==> src/rtl/bus_datapath_pkg.sv <==
// Shared encodings for the bus datapath: dbus source select and control FSM states.
package bus_datapath_pkg;

  typedef enum logic [1:0] {
    SRC_MEM  = 2'd0,
    SRC_ALU  = 2'd1,
    SRC_REG  = 2'd2,
    SRC_ZERO = 2'd3
  } src_sel_t;

  typedef enum logic {
    IDLE   = 1'b0,
    ACCESS = 1'b1
  } state_t;

endpackage

==> src/rtl/bus_datapath_if.sv <==
// Memory request/response bus between the datapath (master) and a memory (slave).
interface bus_datapath_if #(
  parameter int unsigned WIDTH = 8
);

  logic             mem_req;
  logic             mem_we;
  logic [WIDTH-1:0] mem_addr;
  logic [WIDTH-1:0] mem_wdata;
  logic [WIDTH-1:0] mem_rdata;
  logic             mem_ready;

  modport master (
    output mem_req, mem_we, mem_addr, mem_wdata,
    input  mem_rdata, mem_ready
  );

  modport slave (
    input  mem_req, mem_we, mem_addr, mem_wdata,
    output mem_rdata, mem_ready
  );

endinterface

==> src/rtl/bus_alu.sv <==
// Adder/subtractor on reg0/reg1 with carry-out (carry=1 means no borrow) and reg0 zero detect.
module bus_alu #(
  parameter int unsigned WIDTH = 8
) (
  input  logic [WIDTH-1:0] a,
  input  logic [WIDTH-1:0] b,
  input  logic             subtract,
  output logic [WIDTH-1:0] result,
  output logic             carry,
  output logic             zero
);

  logic [WIDTH:0] sum;

  // Subtraction is a + ~b + 1 so the carry-out doubles as a not-borrow flag.
  always_comb begin
    sum    = {1'b0, a} + {1'b0, (subtract ? ~b : b)} + (WIDTH+1)'(subtract);
    result = sum[WIDTH-1:0];
    carry  = sum[WIDTH];
    zero   = (a == '0);
  end

endmodule

==> src/rtl/bus_datapath.sv <==
// Micro-stepped datapath: register file, ir, pc and carry flag fed from a shared dbus,
// with zero-wait steps for internal moves and a one-deep memory access state.
module bus_datapath
  import bus_datapath_pkg::*;
#(
  parameter int unsigned WIDTH = 8,
  parameter int unsigned NREGS = 4,
  localparam int unsigned IW   = $clog2(NREGS)
) (
  input  logic             clk,
  input  logic             reset,
  input  logic             step,
  input  logic [1:0]       src_sel,
  input  logic [IW-1:0]    src_idx,
  input  logic             dst_load,
  input  logic [IW-1:0]    dst_idx,
  input  logic             ir_load,
  input  logic             jump,
  input  logic             immediate,
  input  logic             mem_store,
  input  logic             do_subtract,
  input  logic             flag_load,
  bus_datapath_if.master   mem,
  output logic [WIDTH-1:0] ir,
  output logic [WIDTH-1:0] pc,
  output logic             flag_carry,
  output logic             a_is_zero,
  output logic             busy,
  output logic [WIDTH-1:0] dbus
);

  typedef struct packed {
    logic [1:0]       src_sel;
    logic [IW-1:0]    src_idx;
    logic             dst_load;
    logic [IW-1:0]    dst_idx;
    logic             ir_load;
    logic             jump;
    logic             immediate;
    logic             mem_store;
    logic             do_subtract;
    logic             flag_load;
    logic [WIDTH-1:0] addr;
  } ctl_t;

  state_t           state, state_next;
  ctl_t             in_ctl, lat, ctl;
  logic             need_access, commit, latch_ctl;
  logic [WIDTH-1:0] regs [NREGS];
  logic [WIDTH-1:0] alu_result;
  logic             alu_carry;

  // Snapshot of the live control inputs, including the resolved access address.
  always_comb begin
    in_ctl.src_sel     = src_sel;
    in_ctl.src_idx     = src_idx;
    in_ctl.dst_load    = dst_load;
    in_ctl.dst_idx     = dst_idx;
    in_ctl.ir_load     = ir_load;
    in_ctl.jump        = jump;
    in_ctl.immediate   = immediate;
    in_ctl.mem_store   = mem_store;
    in_ctl.do_subtract = do_subtract;
    in_ctl.flag_load   = flag_load;
    in_ctl.addr        = immediate ? pc : regs[NREGS-1];
    need_access        = (src_sel == SRC_MEM) || mem_store;
    ctl                = (state == ACCESS) ? lat : in_ctl;
  end

  // Control state register; reset abandons any access in flight.
  always_ff @(posedge clk or posedge reset) begin
    if (reset) state <= IDLE;
    else       state <= state_next;
  end

  // Next state plus commit/latch strobes; steps while busy fall through unused.
  always_comb begin
    state_next = state;
    commit     = 1'b0;
    latch_ctl  = 1'b0;
    case (state)
      IDLE: begin
        if (step) begin
          if (need_access) begin
            latch_ctl  = 1'b1;
            state_next = ACCESS;
          end else begin
            commit = 1'b1;
          end
        end
      end
      ACCESS: begin
        if (mem.mem_ready) begin
          commit     = 1'b1;
          state_next = IDLE;
        end
      end
      default: state_next = IDLE;
    endcase
  end

  bus_alu #(.WIDTH(WIDTH)) u_alu (
    .a        (regs[0]),
    .b        (regs[1]),
    .subtract (ctl.do_subtract),
    .result   (alu_result),
    .carry    (alu_carry),
    .zero     (a_is_zero)
  );

  // dbus source mux; a store from the memory source drives zero rather than read data.
  always_comb begin
    dbus = '0;
    case (src_sel_t'(ctl.src_sel))
      SRC_MEM:  dbus = ctl.mem_store ? '0 : mem.mem_rdata;
      SRC_ALU:  dbus = alu_result;
      SRC_REG:  dbus = regs[ctl.src_idx];
      SRC_ZERO: dbus = '0;
      default:  dbus = '0;
    endcase
  end

  // Memory bus outputs derive from the state register and latched controls.
  always_comb begin
    busy          = (state == ACCESS);
    mem.mem_req   = busy;
    mem.mem_we    = busy && lat.mem_store;
    mem.mem_addr  = ctl.addr;
    mem.mem_wdata = dbus;
  end

  // Hold controls for the duration of a memory access.
  always_ff @(posedge clk or posedge reset) begin
    if (reset)          lat <= '0;
    else if (latch_ctl) lat <= in_ctl;
  end

  // Architectural state update on commit; all reads see pre-edge values.
  always_ff @(posedge clk or posedge reset) begin
    if (reset) begin
      for (int unsigned i = 0; i < NREGS; i++) regs[i] <= '0;
      ir         <= '0;
      pc         <= '0;
      flag_carry <= 1'b0;
    end else if (commit) begin
      if (ctl.dst_load)  regs[ctl.dst_idx] <= dbus;
      if (ctl.ir_load)   ir <= dbus;
      if (ctl.jump)           pc <= dbus;
      else if (ctl.immediate) pc <= pc + WIDTH'(1);
      if (ctl.flag_load) flag_carry <= alu_carry;
    end
  end

endmodule

==> src/flat_wrapper.sv <==
// flat-port wrapper written by rule: the top's interface ports become plain ports
module bus_datapath_flat import bus_datapath_pkg::*;
#(
  parameter int unsigned WIDTH = 8,
  parameter int unsigned NREGS = 4,
  localparam int unsigned IW   = $clog2(NREGS)
)
  (clk, reset, step, src_sel, src_idx, dst_load, dst_idx, ir_load, jump, immediate, mem_store, do_subtract, flag_load, ir, pc, flag_carry, a_is_zero, busy, dbus, mem_mem_req, mem_mem_we, mem_mem_addr, mem_mem_wdata, mem_mem_rdata, mem_mem_ready);
  bus_datapath_if #(.WIDTH(WIDTH)) mem_i ();
  input  logic clk;
  input  logic reset;
  input  logic step;
  input  logic [1:0] src_sel;
  input  logic [IW-1:0] src_idx;
  input  logic dst_load;
  input  logic [IW-1:0] dst_idx;
  input  logic ir_load;
  input  logic jump;
  input  logic immediate;
  input  logic mem_store;
  input  logic do_subtract;
  input  logic flag_load;
  output logic [WIDTH-1:0] ir;
  output logic [WIDTH-1:0] pc;
  output logic flag_carry;
  output logic a_is_zero;
  output logic busy;
  output logic [WIDTH-1:0] dbus;
  output wire logic [$bits(mem_i.mem_req)-1:0] mem_mem_req;
  output wire logic [$bits(mem_i.mem_we)-1:0] mem_mem_we;
  output wire logic [$bits(mem_i.mem_addr)-1:0] mem_mem_addr;
  output wire logic [$bits(mem_i.mem_wdata)-1:0] mem_mem_wdata;
  input wire logic [$bits(mem_i.mem_rdata)-1:0] mem_mem_rdata;
  input wire logic [$bits(mem_i.mem_ready)-1:0] mem_mem_ready;
  assign mem_mem_req = mem_i.mem_req;
  assign mem_mem_we = mem_i.mem_we;
  assign mem_mem_addr = mem_i.mem_addr;
  assign mem_mem_wdata = mem_i.mem_wdata;
  assign mem_i.mem_rdata = mem_mem_rdata;
  assign mem_i.mem_ready = mem_mem_ready;
  bus_datapath #(.WIDTH(WIDTH), .NREGS(NREGS)) u_core (.clk(clk), .reset(reset), .step(step), .src_sel(src_sel), .src_idx(src_idx), .dst_load(dst_load), .dst_idx(dst_idx), .ir_load(ir_load), .jump(jump), .immediate(immediate), .mem_store(mem_store), .do_subtract(do_subtract), .flag_load(flag_load), .mem(mem_i), .ir(ir), .pc(pc), .flag_carry(flag_carry), .a_is_zero(a_is_zero), .busy(busy), .dbus(dbus));
endmodule
==> config.mk <==
export PLATFORM = sky130hd
export DESIGN_NAME = bus_datapath_flat
export DESIGN_NICKNAME = d
export VERILOG_FILES = /design/src/rtl/bus_datapath_pkg.sv /design/src/rtl/bus_datapath_if.sv /design/src/rtl/bus_alu.sv /design/src/rtl/bus_datapath.sv /design/src/flat_wrapper.sv
export SDC_FILE = /design/constraint.sdc
export NUM_CORES = 1
export LEC_CHECK = 0
export BUFFER_PORTS_ARGS = -buffer_cell sky130_fd_sc_hd__buf_2
export CAP_MARGIN = 10
export CORE_MARGIN = 8
export CORE_UTILIZATION = 40
export CTS_BUF_LIST = sky130_fd_sc_hd__clkbuf_8 sky130_fd_sc_hd__clkbuf_16
export CTS_CLUSTER_SIZE = 25
export DETAILED_ROUTE_END_ITERATION = 10
export GPL_ROUTABILITY_DRIVEN = 1
export GPL_TIMING_DRIVEN = 0
export MAX_ROUTING_LAYER = met4
export PLACE_DENSITY_LB_ADDON = 0.3
export SYNTH_ARGS = -nofsm -noshare
export SYNTH_HDL_FRONTEND = slang
export SYNTH_HIERARCHICAL = 1
export SYNTH_SLANG_ARGS = --single-unit
==> constraint.sdc <==
create_clock -name clk -period 5.7 [get_ports clk]
set_clock_uncertainty 0.05 [all_clocks]
set_input_delay 0.855 -clock clk [delete_from_list [all_inputs] [get_ports clk]]
set_output_delay 0.855 -clock clk [all_outputs]
set_load 0.005 [all_outputs]
; After elaboration in Yosys (flattened, before gate mapping)
; Index checks and enable logic that the tools add are counted.
[totals]
reg_bits = 71
in_bits = 25
output_inout_bits = 45
wordCells = 65
[classes]
addsub = 3
magnitude_cmp = 3
n_eq_ne = 3
n_mux = 22
bitwise = 4
n_reduce_logical = 11
[op_table]
columns = operator, count
row1 = 2-to-1 mux 8 bit, 8
row2 = bitwise mux 32 bit, 1
row3 = one-hot mux 8 bit (4 select lines), 1
row4 = 2-to-1 mux 21 bit, 1
row5 = binary-select mux 8 bit (select 2 bit), 1
row6 = demux 8 bit (select 2 bit), 1
row7 = adder 8 x 8 -> 9 bit, 1
row8 = adder 9 x 1 -> 9 bit, 1
row9 = adder 8 x 1 -> 8 bit (second input constant), 1
row10 = zero test 8 bit, 1
row11 = NOT 8 bit, 1
row12 = AND reduction 2 bit, 4
row13 = 2-to-1 mux 1 bit, 7
row14 = greater-or-equal comparator 3 bit (second input constant), 2
row15 = NOT 2 -> 3 bit, 2
row16 = equality test 2 bit (second input constant), 2
row17 = zero test 2 bit, 2
row18 = one-hot mux 1 bit (2 select lines), 2
row19 = < comparator 3 x 1 -> 1 bit (second input constant), 1
row20 = equality test 2 x 1 -> 1 bit (second input constant), 1
row21 = logical AND 1 bit, 2
row22 = nonzero test 2 bit, 1
row23 = logical OR 1 bit, 1
row24 = NOT 1 bit, 1

; Depth between registers and ports, before layout
[logic_depth]
depth_word = 8
ltp_mapped = 14
mapped_depth_nobuf = 10

; By module
; The synthesis kept the hierarchy.
[by_module_without_submodules]
columns = module, instances, cells_each, area_per_inst_um2, seq_area_each_um2
row1 = bus_datapath, 1, 373, 3811.2, 1776.7
row2 = bus_alu, 1, 51, 416.6, 0.0

; Least setup slack after synthesis
; No wires, ideal clock.
[synth_timing]
kind = register to output
from = reg u_core.state, in the netlist u_core/busy
to = out mem_mem_wdata[6]
t_arrival_ns = 3.320
required_time_ns = 4.795
setup_slack_ns = 1.475
path_stages_with_launch = 15
path_buffers = 4
path_cell_list = dfrtp_1 > buf_2 > buf_2 > mux2_2 > buf_6 > xor2_1 > inv_1 > fa_1 > nor2b_1 > o31a_1 > o31a_1 > a31oi_1 > a222oi_1 > inv_1 > buf_4
[synth_lines]
columns = element, line_no
row1 = start: declaration, bus_datapath.sv:46  ; state_t state, state_next;
row2 = start signal: assignment, bus_datapath.sv:73  ; else state <= state_next;
row3 = end: declaration, flat_wrapper.sv:32  ; output wire logic [$bits(mem_i.mem_wdata)-1:0] mem_mem_wdata;

==> results.tsv <==
stage	metric	value	unit
run_status	status	complete, no violations	
cts	cts_root_buf	clkbuf_8	
min_path	hold_path.startpoint	u_core/regs[14]$_DFFE_PP0P_	
sta	rsz0062_at_grt	false	
cells_and_area	layout.cells.non_filler	642	
route	wl_per_cell	17.3	um
floorplanning	core_area	10300	sq um
placed_design	dpl.cell_count	627	
pwr	powerDensity	480	nW/um^2
critical_path	crit_type	reg -> out	
critical_path	r2r-start	u_core/busy$_DFF_PP0_	
placed_design	post-place-ws	0.637	ns
yosys	synth_nets	458	
yosys	syn_inst	424	
global_routing	grt_use_total	0.162	
route	routed_wl	11100	um
sta	setup_viol	0	
yosys	synth_edf_count	0	
cts	clock_path_buffers	2	
route	detail-route-antenna-nets	0	
yosys	avgSynthCellArea	9.97	sq um
yosys	synth_area_leaders	dfrtp_1 42%, mux2_2 11%, o21ai_0 4.5%	
critical_path	crit_path_end_kind	output port	
floorplanning	start_util	0.411	
sta	tns	0	ns
route	num_vias	3497	
yosys	ys.flop_type	dfrtp_1	
cells_and_area	utilization	0.477	
sta	slew_headroom	0.278	
cells_and_area	synthToLayoutAreaGrowth	16.0	%
critical_path	crit_start	u_core/busy$_DFF_PP0_	
job	maxCapViolations	0	
sta	holdWs	0.433	ns
global_routing	antenna_found_initial	0	
pwr	fin_total_pwr	2.35	mW
route	drtIter0Drc	173	
global_routing	grt_max_degree	72	
global_routing	grt_pass1_vias	3737	
pwr	vdd_drop_max	0.253	mV
critical_path	arrival	4.39	ns
floorplanning	dieArea	14100	sq um
placed_design	place_area	4740	sq um
floorplanning	ios	70	
floorplanning	die_width	119	um
route	first_pass_iters	5	
sta	fin_ws	0.406	ns
floorplanning	die_h	119	um
yosys	synth_top_area_frac	0.420	
placed_design	gp_congestion	0.887	
sta	max_freq	0.189	GHz
cts	clock_latency	0.34	ns
cts	cts_made_buffers	9	
yosys	yosysTopAreaCell	dfrtp_1	
sta	worst-slew-pin-transition	1.08	ns
route	vias_per_cell	5.45	
critical_path	startpoint_type	flop	
cts	clk_pin_slew	0.07	ns
sta	fin_crit	5.29	ns
cells_and_area	n_antenna_cell	0	
yosys	synth_warnings	6	
cts	cts_resized	0	
sta	final-hold-violation-count	0	
yosys	seq_area_frac_synth	0.420	
cts	h-tree-depth	3	
cts	numClockSinks	71	
yosys	yosysMostFrequentCell	dfrtp_1	
yosys	ys_types	59	
cells_and_area	final_area	4900	sq um
yosys	async_flop_share	1.00	
min_path	hold_class	reg -> reg	
global_routing	grt_first_pass_wirelength	18400	um
sta	drv_slew	0	
sta	post-route-period-util	0.929	
floorplanning	fp-row-count	37	
cts	cts_hold_buf	0	
cells_and_area	final_nets	538	
route	remaining_drc_errors	0	
yosys	ys_ff_latch	71	
yosys	synthesis.area	4230	sq um
critical_path	required	4.80	ns
yosys	synthTopCellsByCount	71 x dfrtp_1, 42 x nor2_1, 40 x mux2_2, 38 x o21ai_0, 34 x nand2_1	
cells_and_area	drive_gt1_frac	0.334	
pwr	leakagePower	2.40	nW
global_routing	gr-total-overflow	0	
placed_design	portBuffers	67	
cts	cts_tree	built	
placed_design	dp_hpwl	8350	um
critical_path	path_max_fanout	10	
==> report_power, final <==
group          total, mW  leakage (nW)  internal [mW]  switching [mW]
registers          0.867         0.907          0.691           0.176
logic               1.15          1.41          0.568           0.583
clock network      0.334        0.0850          0.160           0.175
==> final timing paths <==
| kind | endpoint | slack [ns] | cells after the start |
|---|---|---|---|
| setup / recovery | mem_mem_wdata[4] | 0.41 | 14 |
| hold / removal | u_core/regs[14]$_DFFE_PP0P_ | 0.43 | 2 |
| setup reg to reg | u_core/regs[28]$_DFFE_PP0P_ | 1.64 | 12 |
| hold reg to reg | u_core/regs[14]$_DFFE_PP0P_ | 0.43 | 2 |
| max in group asynchronous | u_core/regs[21]$_DFFE_PP0P_ | 4.36 | 2 |
| min in group asynchronous | u_core/ir[3]$_DFFE_PP0P_ | 0.65 | 2 |
==> registers in the layout, summed over array words and instances (netlist names) <==
name               count
u_core/regs           32
u_core/lat            21
u_core/busy            1
u_core/flag_carry      1
u_core/ir              8
u_core/pc              8
==> critical path, stage by stage (launching register included) <==
cell      delay (ns)
dfrtp_1         0.46
buf_2           0.28
buf_2           0.27
mux2_2          0.37
buf_6           0.15
xor2_1          0.20
inv_1           0.09
fa_1            0.43
nor2b_1         0.19
o31a_1          0.20
a21oi_1         0.07
a222oi_1        0.93
inv_1           0.13
buf_4           0.17
buf_2           0.12
==> routing by layer <==
metal | share of wire | global-route usage | vias up
li1 | - | - | 1673
met1 | 0.47 | 0.206 | 1687
met2 | 0.46 | 0.251 | 111
met3 | 0.030 | 0.0165 | 26
met4 | 0.032 | 0.0830 | 0
met5 | 0 | - | -
==> cells in the final DEF (no fill, tap or decap), types with 4 or more instances in the layout <==
master	netlist	layout
a21oi_1	14	14
a222oi_1	4	4
a22oi_1	5	5
buf_2	12	79
buf_4	18	20
clkbuf_8	0	10
dfrtp_1	71	71
ha_1	8	8
inv_1	12	12
mux2_2	40	40
mux2i_1	17	17
nand2_1	34	34
nand2b_1	6	6
nand3_1	8	8
nor2_1	42	42
o21a_1	4	4
o21ai_0	38	38
o22a_1	8	8
o22ai_1	6	6
or4_1	4	4
xor2_1	9	9
==> area by class of cell <==
| type | count | area [sq um] |
|---|---|---|
| buffer | 36 | 225 |
| clock buffer | 10 | 138 |
| clock inverter | 3 | 13.8 |
| sequential | 71 | 1780 |
| fill | 1027 | 5380 |
| multi-input combinational | 304 | 2180 |
| tap | 136 | 170 |
| timing repair buffer | 69 | 350 |
| inverter | 13 | 51.3 |
==> logic make-up after synthesis <==
| group | count (synthesis) | share of synthesized area |
|---|---|---|
| DFF | 71 | 0.420 |
| muxes | 59 | 0.153 |
| and+or+nand+nor | 116 | 0.130 |
| adders and majority gates | 9 | 0.0284 |
| AOI/OAI and AO/OA | 108 | 0.179 |
| xor gates and xnor gates | 12 | 0.0249 |
| buffers and inverters | 49 | 0.0648 |
==> repair_timing <==
action                     CTS  global route
setup endpoints to repair    0             1
setup buffers                0             2
hold endpoints to repair     0             0
(Power assumes the default switching activity.)
